--- src/rtl/ipv4_lut_arbiter_pkg.sv ---
// rtl/ipv4_lut_arbiter_pkg.sv - shared FSM encodings, default widths and counter sizing for the IPv4 LUT arbiter
package ipv4_lut_arbiter_pkg;

    typedef enum logic [1:0] {
        ST_IDLE      = 2'd0,
        ST_DP_WAIT   = 2'd1,
        ST_MGMT_WAIT = 2'd2
    } arb_state_e;

    localparam int DEF_ADDR_WIDTH  = 5;
    localparam int DEF_ENTRY_WIDTH = 64;
    localparam int DEF_STARVE_MAX  = 8;
    localparam int DEF_TIMEOUT     = 16;
    localparam int KEY_WIDTH       = 32;
    localparam int STAT_WIDTH      = 32;

    function automatic int cnt_width(input int max_val);
        return (max_val < 2) ? 1 : $clog2(max_val + 1);
    endfunction

endpackage

--- src/rtl/ipv4_lut_arb_stats.sv ---
// rtl/ipv4_lut_arb_stats.sv - saturating event counters for datapath results, mgmt acks and timeouts
module ipv4_lut_arb_stats
    import ipv4_lut_arbiter_pkg::*;
(
    input  logic                  clk,
    input  logic                  reset,
    input  logic                  inc_dp_i,
    input  logic                  inc_mgmt_i,
    input  logic                  inc_tmo_i,
    output logic [STAT_WIDTH-1:0] dp_cnt_o,
    output logic [STAT_WIDTH-1:0] mgmt_cnt_o,
    output logic [STAT_WIDTH-1:0] tmo_cnt_o
);

    logic [STAT_WIDTH-1:0] dp_cnt_q, mgmt_cnt_q, tmo_cnt_q;

    always_ff @(posedge clk) begin
        if (reset) begin
            dp_cnt_q   <= '0;
            mgmt_cnt_q <= '0;
            tmo_cnt_q  <= '0;
        end else begin
            if (inc_dp_i && (dp_cnt_q != '1))
                dp_cnt_q <= dp_cnt_q + 1'b1;
            if (inc_mgmt_i && (mgmt_cnt_q != '1))
                mgmt_cnt_q <= mgmt_cnt_q + 1'b1;
            if (inc_tmo_i && (tmo_cnt_q != '1))
                tmo_cnt_q <= tmo_cnt_q + 1'b1;
        end
    end

    assign dp_cnt_o   = dp_cnt_q;
    assign mgmt_cnt_o = mgmt_cnt_q;
    assign tmo_cnt_o  = tmo_cnt_q;

endmodule

--- src/rtl/ipv4_lut_arbiter.sv ---
// rtl/ipv4_lut_arbiter.sv - single-port IPv4 FIB arbiter between datapath lookups and mgmt accesses
// Optional statistics counters are built when IPV4_LUT_ARB_STATS_EN is defined.
module ipv4_lut_arbiter
    import ipv4_lut_arbiter_pkg::*;
#(
    parameter int C_ADDR_WIDTH  = DEF_ADDR_WIDTH,
    parameter int C_ENTRY_WIDTH = DEF_ENTRY_WIDTH,
    parameter int C_STARVE_MAX  = DEF_STARVE_MAX,
    parameter int C_TIMEOUT     = DEF_TIMEOUT
) (
    input  logic                     clk,
    input  logic                     reset,
    input  logic                     dp_valid,
    input  logic [KEY_WIDTH-1:0]     dp_daddr,
    output logic                     dp_rd,
    output logic                     dp_res_valid,
    output logic                     dp_res_hit,
    output logic [C_ENTRY_WIDTH-1:0] dp_res_data,
    output logic                     dp_res_tmo,
    input  logic                     mgmt_req,
    input  logic                     mgmt_wr,
    input  logic [C_ADDR_WIDTH-1:0]  mgmt_addr,
    input  logic [C_ENTRY_WIDTH-1:0] mgmt_wdata,
    output logic                     mgmt_ack,
    output logic [C_ENTRY_WIDTH-1:0] mgmt_rdata,
    output logic                     mgmt_tmo,
    output logic                     lut_req,
    output logic                     lut_wr,
    output logic [KEY_WIDTH-1:0]     lut_key,
    output logic [C_ADDR_WIDTH-1:0]  lut_addr,
    output logic [C_ENTRY_WIDTH-1:0] lut_wdata,
    input  logic                     lut_ack,
    input  logic                     lut_hit,
    input  logic [C_ENTRY_WIDTH-1:0] lut_rdata
`ifdef IPV4_LUT_ARB_STATS_EN
    ,
    output logic [STAT_WIDTH-1:0]    stat_dp_cnt,
    output logic [STAT_WIDTH-1:0]    stat_mgmt_cnt,
    output logic [STAT_WIDTH-1:0]    stat_tmo_cnt
`endif
);

    localparam int SW = cnt_width(C_STARVE_MAX);
    localparam int TW = cnt_width(C_TIMEOUT - 1);
    localparam logic [SW-1:0] STARVE_LIM = SW'(C_STARVE_MAX);
    localparam logic [TW-1:0] TMO_LAST   = TW'(C_TIMEOUT - 1);

    arb_state_e               state_q, state_d;
    logic [SW-1:0]            starve_q, starve_d;
    logic [TW-1:0]            tmo_q, tmo_d;
    logic                     lut_wr_q, lut_wr_d;
    logic [KEY_WIDTH-1:0]     key_q, key_d;
    logic [C_ADDR_WIDTH-1:0]  addr_q, addr_d;
    logic [C_ENTRY_WIDTH-1:0] wdata_q, wdata_d;
    logic                     res_v_q, res_v_d, res_hit_q, res_hit_d, res_tmo_q, res_tmo_d;
    logic [C_ENTRY_WIDTH-1:0] res_data_q, res_data_d;
    logic                     mack_q, mack_d, mtmo_q, mtmo_d;
    logic [C_ENTRY_WIDTH-1:0] mrdata_q, mrdata_d;
    logic                     dp_rd_c, mgmt_pend, done, abort;

    // The requester still holds mgmt_req during its ack cycle; ignore it there.
    assign mgmt_pend = mgmt_req & ~mack_q;

    always_comb begin
        state_d    = state_q;
        starve_d   = starve_q;
        tmo_d      = tmo_q;
        lut_wr_d   = lut_wr_q;
        key_d      = key_q;
        addr_d     = addr_q;
        wdata_d    = wdata_q;
        res_v_d    = 1'b0;
        res_hit_d  = 1'b0;
        res_tmo_d  = 1'b0;
        res_data_d = '0;
        mack_d     = 1'b0;
        mtmo_d     = 1'b0;
        mrdata_d   = '0;
        dp_rd_c    = 1'b0;
        done       = 1'b0;
        abort      = 1'b0;
        case (state_q)
            ST_IDLE: begin
                tmo_d = '0;
                if (mgmt_pend && (!dp_valid || (starve_q == STARVE_LIM))) begin
                    state_d  = ST_MGMT_WAIT;
                    lut_wr_d = mgmt_wr;
                    addr_d   = mgmt_addr;
                    wdata_d  = mgmt_wdata;
                    starve_d = '0;
                end else if (dp_valid) begin
                    dp_rd_c  = 1'b1;
                    state_d  = ST_DP_WAIT;
                    lut_wr_d = 1'b0;
                    key_d    = dp_daddr;
                    starve_d = mgmt_pend ? starve_q + 1'b1 : '0;
                end
            end
            ST_DP_WAIT, ST_MGMT_WAIT: begin
                if (lut_ack)
                    done = 1'b1;
                else if (tmo_q == TMO_LAST)
                    abort = 1'b1;
                else
                    tmo_d = tmo_q + 1'b1;
                if (done || abort) begin
                    state_d  = ST_IDLE;
                    lut_wr_d = 1'b0;
                    if (state_q == ST_DP_WAIT) begin
                        res_v_d    = 1'b1;
                        res_tmo_d  = abort;
                        res_hit_d  = done & lut_hit;
                        res_data_d = (done && lut_hit) ? lut_rdata : '0;
                    end else begin
                        mack_d   = 1'b1;
                        mtmo_d   = abort;
                        mrdata_d = (done && !lut_wr_q) ? lut_rdata : '0;
                    end
                end
            end
            default: state_d = ST_IDLE;
        endcase
    end

    always_ff @(posedge clk) begin
        if (reset) begin
            state_q    <= ST_IDLE;
            starve_q   <= '0;
            tmo_q      <= '0;
            lut_wr_q   <= 1'b0;
            key_q      <= '0;
            addr_q     <= '0;
            wdata_q    <= '0;
            res_v_q    <= 1'b0;
            res_hit_q  <= 1'b0;
            res_tmo_q  <= 1'b0;
            res_data_q <= '0;
            mack_q     <= 1'b0;
            mtmo_q     <= 1'b0;
            mrdata_q   <= '0;
        end else begin
            state_q    <= state_d;
            starve_q   <= starve_d;
            tmo_q      <= tmo_d;
            lut_wr_q   <= lut_wr_d;
            key_q      <= key_d;
            addr_q     <= addr_d;
            wdata_q    <= wdata_d;
            res_v_q    <= res_v_d;
            res_hit_q  <= res_hit_d;
            res_tmo_q  <= res_tmo_d;
            res_data_q <= res_data_d;
            mack_q     <= mack_d;
            mtmo_q     <= mtmo_d;
            mrdata_q   <= mrdata_d;
        end
    end

    // The pop is combinational, so it must not fire while the FIFOs are being reset.
    assign dp_rd        = dp_rd_c & ~reset;
    assign dp_res_valid = res_v_q;
    assign dp_res_hit   = res_hit_q;
    assign dp_res_tmo   = res_tmo_q;
    assign dp_res_data  = res_data_q;
    assign mgmt_ack     = mack_q;
    assign mgmt_tmo     = mtmo_q;
    assign mgmt_rdata   = mrdata_q;
    assign lut_req      = (state_q != ST_IDLE);
    assign lut_wr       = lut_wr_q;
    assign lut_key      = key_q;
    assign lut_addr     = addr_q;
    assign lut_wdata    = wdata_q;

`ifdef IPV4_LUT_ARB_STATS_EN
    ipv4_lut_arb_stats u_stats (
        .clk        (clk),
        .reset      (reset),
        .inc_dp_i   (res_v_q),
        .inc_mgmt_i (mack_q),
        .inc_tmo_i  (res_tmo_q | mtmo_q),
        .dp_cnt_o   (stat_dp_cnt),
        .mgmt_cnt_o (stat_mgmt_cnt),
        .tmo_cnt_o  (stat_tmo_cnt)
    );
`endif

endmodule

--- config.mk ---
export PLATFORM = sky130hd
export DESIGN_NAME = ipv4_lut_arbiter
export DESIGN_NICKNAME = d
export VERILOG_FILES = /design/src/rtl/ipv4_lut_arbiter_pkg.sv /design/src/rtl/ipv4_lut_arb_stats.sv /design/src/rtl/ipv4_lut_arbiter.sv
export SDC_FILE = /design/constraint.sdc
export NUM_CORES = 1
export LEC_CHECK = 0
export BUFFER_PORTS_ARGS = -buffer_cell sky130_fd_sc_hd__buf_4
export CORE_AREA = 2 2 160 162
export DETAILED_ROUTE_END_ITERATION = 6
export DIE_AREA = 0 0 162 164
export PLACE_DENSITY_LB_ADDON = 0.25
export RECOVER_POWER = 50
export SLEW_MARGIN = 20
export SYNTH_ARGS = -nofsm -noshare
export SYNTH_HDL_FRONTEND = slang
export SYNTH_SLANG_ARGS = --single-unit
--- constraint.sdc ---
create_clock -name clk -period 2.95 [get_ports clk]
set_input_delay 0.295 -clock clk [delete_from_list [all_inputs] [get_ports clk]]
set_output_delay 0.295 -clock clk [all_outputs]
set_load 0.01 [all_outputs]
* Word-level counts from Yosys, hierarchy flattened
Cells that the tools add are included.
Storage, ports and cells: logic and storage cells 82, output and inout bits 237, input bits 172, bits in registers 245
Cells by class: add/sub/neg operators 2, bitwise gates (word level) 11, equal/unequal tests 8, muxes and demuxes 24, reductions and logical operators 23
Operators with widths (count):
- 4-bit two-way mux | 5
- 1-bit two-way mux | 13
- 5-bit OR reduction | 2
- 3-bit AND reduction | 3
- 4-bit by 1-bit adder with 4-bit output, second input constant | 2
- 4-bit == test, second input constant | 2
- 1-bit inverter | 8
- 4-bit one-hot mux with 2 select lines | 1
- 4-bit OR reduction | 2
- 2-bit two-way mux | 3
- 2-bit != test, second input constant | 3
- 2-bit AND reduction | 3
- 2-bit nonzero test | 3
- 2-bit one-hot mux with 2 select lines | 1
- 1-bit AND | 3
- 1-bit logical AND | 3
- 3-bit != test, second input constant | 1
- 3-bit OR reduction | 1
- 2-bit by 1-bit == test with 1-bit output, second input constant | 1
- 2-bit == test, second input constant | 1
- 1-bit zero test | 2
- 2-bit zero test | 1
- 1-bit logical OR | 2
- 1-bit one-hot mux with 2 select lines | 1
- 2-bit OR reduction | 1

* Longest topological paths before layout
word-level depth 7, depth in mapped cells 9, gate-level depth less buffers 6

* Worst setup path after synthesis
OpenSTA, ideal clock, no wires.
kind reg2reg, start point register state_q[0], end point register lut_wr_q (netlist: lut_wr), slack 1193 ps, stages on the path, launching flop included 7, buffers on the path 1, clock period less this slack 1757 ps, data required time 2880 ps, arrival 1687 ps, setup time 70 ps, cells stage by stage dfxtp_1 > inv_1 > ha_1 > buf_4 > a32o_1 > or4b_1 > a21oi_1
Between the ends: longest elaborated chain between the ends 4, elaborated cells between the ends (all ways) 9, those cells by class eq/ne: 4; mux: 1; reduce/logical: 4
Ends and longest elaborated chain:
- start, declared | RTL line ipv4_lut_arbiter.sv:48 | arb_state_e state_q, state_d;
- start signal, assigned | RTL line ipv4_lut_arbiter.sv:142 | state_q <= state_d;
- 2-bit by 1-bit == test with 1-bit output or 2-bit == test (tied branches) | RTL line ipv4_lut_arbiter.sv:82 | case (state_q)
- 2-bit OR reduction | RTL line ipv4_lut_arbiter.sv:82
- 2-bit != test (no source line) or 2-bit nonzero test (tied branches)
- 3-bit AND reduction (no source line)
- end signal, assigned | RTL line ipv4_lut_arbiter.sv:145 | lut_wr_q <= lut_wr_d;
- end, declared | RTL line ipv4_lut_arbiter.sv:51 | logic lut_wr_q, lut_wr_d;
Several ways; a longest one is shown, not always the timed one. A chain may end at the register's enable or synchronous reset.

* Final worst setup path
start point register starve_q[0], end point output port dp_rd
Between the ends: longest elaborated chain between the ends 6
Ends and longest elaborated chain:
- start, declared | RTL line ipv4_lut_arbiter.sv:49 | logic [SW-1:0] starve_q, starve_d;
- start signal, assigned | RTL line ipv4_lut_arbiter.sv:143 | starve_q <= starve_d;
- 4-bit == test | RTL line ipv4_lut_arbiter.sv:85 | if (mgmt_pend && (!dp_valid || (starve_q == STARVE_LIM))) begin
- 1-bit logical OR | RTL line ipv4_lut_arbiter.sv:85
- 1-bit logical AND | RTL line ipv4_lut_arbiter.sv:85
- 1-bit two-way mux | RTL line ipv4_lut_arbiter.sv:85
- 1-bit two-way mux | RTL line ipv4_lut_arbiter.sv:82
- 1-bit AND | RTL line ipv4_lut_arbiter.sv:160 | assign dp_rd = dp_rd_c & ~reset;
- end, declared | RTL line ipv4_lut_arbiter.sv:15 | output logic dp_rd,
No other way between the ends.

==> impl_metrics.json <==
{
  "run_status": "finished with violations",
  "violations_in_the_final_reports": "capacitance limit, slew limit",
  "synth.yosys.warnings": 0,
  "sequential_cell_area_mm2": 0.004905,
  "power_density_relative_to_cell_area_mw_per_mm2": 617.4,
  "synthesis.nets": 985,
  "first_pass_iters": 4,
  "grt_use_met3_pct": 4.874,
  "yosysTopAreaCellShare_pct": 63.27,
  "io_pins": 409,
  "post_cts.repair.setup_buffers": 0,
  "worst-slew-pin-transition_ns": 1.695,
  "clockBufferDepth": 3,
  "clk_transition_reported_paths_ns": 0.06,
  "grt_first_pass_wirelength_mm": 38.52,
  "ys_seq_elements": 245,
  "timing.hold.worst.class": "in2reg",
  "seq_area_frac_synth_pct": 63.27,
  "core_region_area_mm2": 0.02482,
  "switching_portion_of_total_power_pct": 24.01,
  "grt_most_used_layer": "met2",
  "hpwlAfterDp_mm": 17.70,
  "grt_setup_unrepaired": "no",
  "viasPerCell": 4.293,
  "combinationalPowerShare_pct": 11.1,
  "maximum_number_of_pins_on_one_net_before_global_route_repair": 80,
  "final_min_period_over_clock_period_pct": 86.15,
  "postCtsResizedCells": 0,
  "grt_pass1_vias": 7168,
  "global_route.usage.met2_pct": 33.25,
  "port-buffer-count": 408,
  "hold_violations": 0,
  "first_iter_violations": 416,
  "cts_tree": "yes",
  "synth-async-reset-ratio_pct": 0,
  "post_synth_most_frequent_cells": "sky130_fd_sc_hd__dfxtp_1, sky130_fd_sc_hd__nand2_1, sky130_fd_sc_hd__and2_1",
  "synth_flop_type": "sky130_fd_sc_hd__dfxtp_1",
  "yosys.cell_count.top_type": "sky130_fd_sc_hd__dfxtp_1",
  "endpoint_type_of_the_worst_setup_path": "output port",
  "die_h_um": 164,
  "synth_top_cells_by_area": "sky130_fd_sc_hd__dfxtp_1, sky130_fd_sc_hd__and2_1, sky130_fd_sc_hd__nand2_1, sky130_fd_sc_hd__a21oi_1, sky130_fd_sc_hd__clkbuf_1",
  "design.final.nets": 1535,
  "filler_cell_count": 2383,
  "met1_usage_pct": 20.61,
  "total_routing_usage_gr_pct": 18.16,
  "setup_viol": 0,
  "finalCoreUtilization_pct": 51.06,
  "remaining_drc_errors": 0,
  "max_cap_violations": 1,
  "place_congestion": 0.7805,
  "core.rowCount": 58,
  "internal_power_uw": 5946,
  "grt_antenna_before_repair": 1,
  "die_area_mm2": 0.02657,
  "power.ir.vdd_worst_mv": 0.4273,
  "final_layout_size_suffix_gt1_share_pct": 17.42,
  "clockPowerShare_pct": 44.4,
  "clock_root_buffer": "sky130_fd_sc_hd__clkbuf_16",
  "yosys.cell_types.count": 38,
  "synth_edf_count": 0,
  "postRouteAntennaNets": 0,
  "initial_core_util_pct": 31.24,
  "kind_of_critical_path": "reg2out",
  "avgSynthCellArea_um2": 9.606,
  "share_seq_of_total_power_pct": 44.5,
  "netlist.top_cell.by_area": "sky130_fd_sc_hd__dfxtp_1",
  "cp_data_arrival_time_ns": 2.25,
  "insertion_delay_of_the_later_clocked_pin_in_the_worst_skew_pair_ns": 0.54,
  "final_max_slew_viol_count": 80,
  "grt.overflow.total": 0,
  "synth_cells": 807,
  "net-switching-power_uw": 1879,
  "syn_to_final_growth_pct": 63.48,
  "dieWidth_um": 162,
  "critical_path_peak_fanout": 13,
  "max_transition_margin_pct": -13.00,
  "cts_inserted_buffers": 27,
  "clock-skew-final_ns": 0.007884,
  "count_of_h_tree_levels_built_during_cts": 1,
  "wl_per_cell_um": 15.43,
  "synthesis.area_mm2": 0.007752,
  "leakage_uw": 0.005144,
  "cp-start-kind": "flop",
  "routed_wl_mm": 26.38,
  "achievable-frequency_ghz": 0.3935,
  "total_power_uw": 7825,
  "num_vias": 7336,
  "final.setup.tns_ns": 0,
  "timing.final.crit_period_ns": 2.541,
  "multiInputGateArea_mm2": 0.002625,
  "clock-sinks": 245,
  "required_ns": 2.65
}
==> placed cells by master, fill, tap and decap left out, types with 2 or more instances in the layout <==
cell	count
sky130_fd_sc_hd__nand4_1	3
sky130_fd_sc_hd__a21oi_1	109
sky130_fd_sc_hd__dfxtp_1	245
sky130_fd_sc_hd__ha_1	6
sky130_fd_sc_hd__nor2b_1	3
sky130_fd_sc_hd__and2_1	128
sky130_fd_sc_hd__o21ai_0	3
sky130_fd_sc_hd__nand3_1	7
sky130_fd_sc_hd__a31oi_1	2
sky130_fd_sc_hd__nand2_1	212
sky130_fd_sc_hd__nor3_1	3
sky130_fd_sc_hd__clkbuf_8	5
sky130_fd_sc_hd__inv_1	7
sky130_fd_sc_hd__bufinv_16	3
sky130_fd_sc_hd__nor2_1	4
sky130_fd_sc_hd__buf_4	183
sky130_fd_sc_hd__dlygate4sd3_1	150
sky130_fd_sc_hd__clkinv_2	6
sky130_fd_sc_hd__clkbuf_16	27
sky130_fd_sc_hd__clkinvlp_4	3
sky130_fd_sc_hd__nand2b_1	3
sky130_fd_sc_hd__nand3b_1	2
sky130_fd_sc_hd__clkbuf_1	239
==> routing by layer <==
| layer | vias up | wire (um) |
|---|---|---|
| li1 | 3671 | - |
| met1 | 3372 | 10510 |
| met2 | 255 | 13310 |
| met3 | 38 | 1926 |
| met4 | 0 | 636 |
| met5 | - | 0 |
==> registers in the layout, indices dropped and copies added, names as in the netlist <==
| signal | count |
|---|---|
| lut_addr | 5 |
| tmo_q | 4 |
| state_q | 2 |
| lut_wdata | 64 |
| lut_wr | 1 |
| mgmt_tmo | 1 |
| dp_res_valid | 1 |
| mgmt_ack | 1 |
| mgmt_rdata | 64 |
| starve_q | 4 |
| dp_res_hit | 1 |
| dp_res_tmo | 1 |
| lut_key | 32 |
| dp_res_data | 64 |
==> critical path, stage by stage (launching register included) <==
cell and delay, ns:
sky130_fd_sc_hd__dfxtp_1 0.33, sky130_fd_sc_hd__inv_1 0.08, sky130_fd_sc_hd__ha_1 0.21, sky130_fd_sc_hd__and3b_1 0.31, sky130_fd_sc_hd__a21o_1 0.47, sky130_fd_sc_hd__nor2_1 0.09, sky130_fd_sc_hd__buf_4 0.22
==> final timing paths <==
| path | startpoint | endpoint | slack [ns] | cells after the start |
|---|---|---|---|---|
| setup / recovery | starve_q[0] | dp_rd | 0.41 | 6 |
| setup reg to reg | state_q[0] | mgmt_rdata[23] | 0.69 | 6 |
| hold / removal | mgmt_wdata[42] | lut_wdata[42] | 0.02 | 3 |
| hold reg to reg | lut_key[5] | lut_key[5] | 0.45 | 2 |
==> cells by family after synthesis <==
group | share of synthesized area [%]
buffers and inverters | 3.131
xor gates and xnor gates | 0.1130
AOI/OAI and AO/OA | 8.489
muxes | 0.1452
and+or+nand+nor | 23.89
DFF | 63.27
adders and majority gates | 0.9683
==> stage by stage <==
stage | setup WS, ns | hold WS, ns | cells | instance area, um2
3_5_place_dp | 0.8108 | 0.4471 | 1508 | 11130
2_1_floorplan | 1.193 | 0.3737 | 807 | 7752
4_1_cts | 0.4326 | 0.0002401 | 1708 | 13570
3_3_place_gp | 0.8390 | 0.4417 | 1508 | 11130
5_1_grt | 0.2901 | 0.01113 | 1709 | 12670
6_report | 0.4086 | 0.01702 | 1709 | 12670
==> power by group through the flow <==
stage	clock [uW]	combinational, uW	sequential, uW
floorplan	0	279	3610
global placement	0	785	3550
detailed placement	0	791	3560
CTS	3560	959	3480
global route	3710	947	3490
finish	3470	868	3480
==> area by class of cell <==
type,instances,share of cell area (%)
Inverter,7,0.2073
Timing Repair Buffer,570,29.72
Tap cell,330,3.258
Antenna cell,1,0.01975
Clock buffer,35,5.963
Clock inverter,15,1.422
Multi-Input combinational cell,506,20.71
Sequential cell,245,38.70
==> what timing repair did <==
| action | 4_1_cts | 5_1_grt |
|---|---|---|
| hold buffers | 150 | 0 |
| hold endpoints to repair | 215 | 0 |
| endpoints found under the setup margin | 0 | 0 |
(Power assumes the default switching activity.)
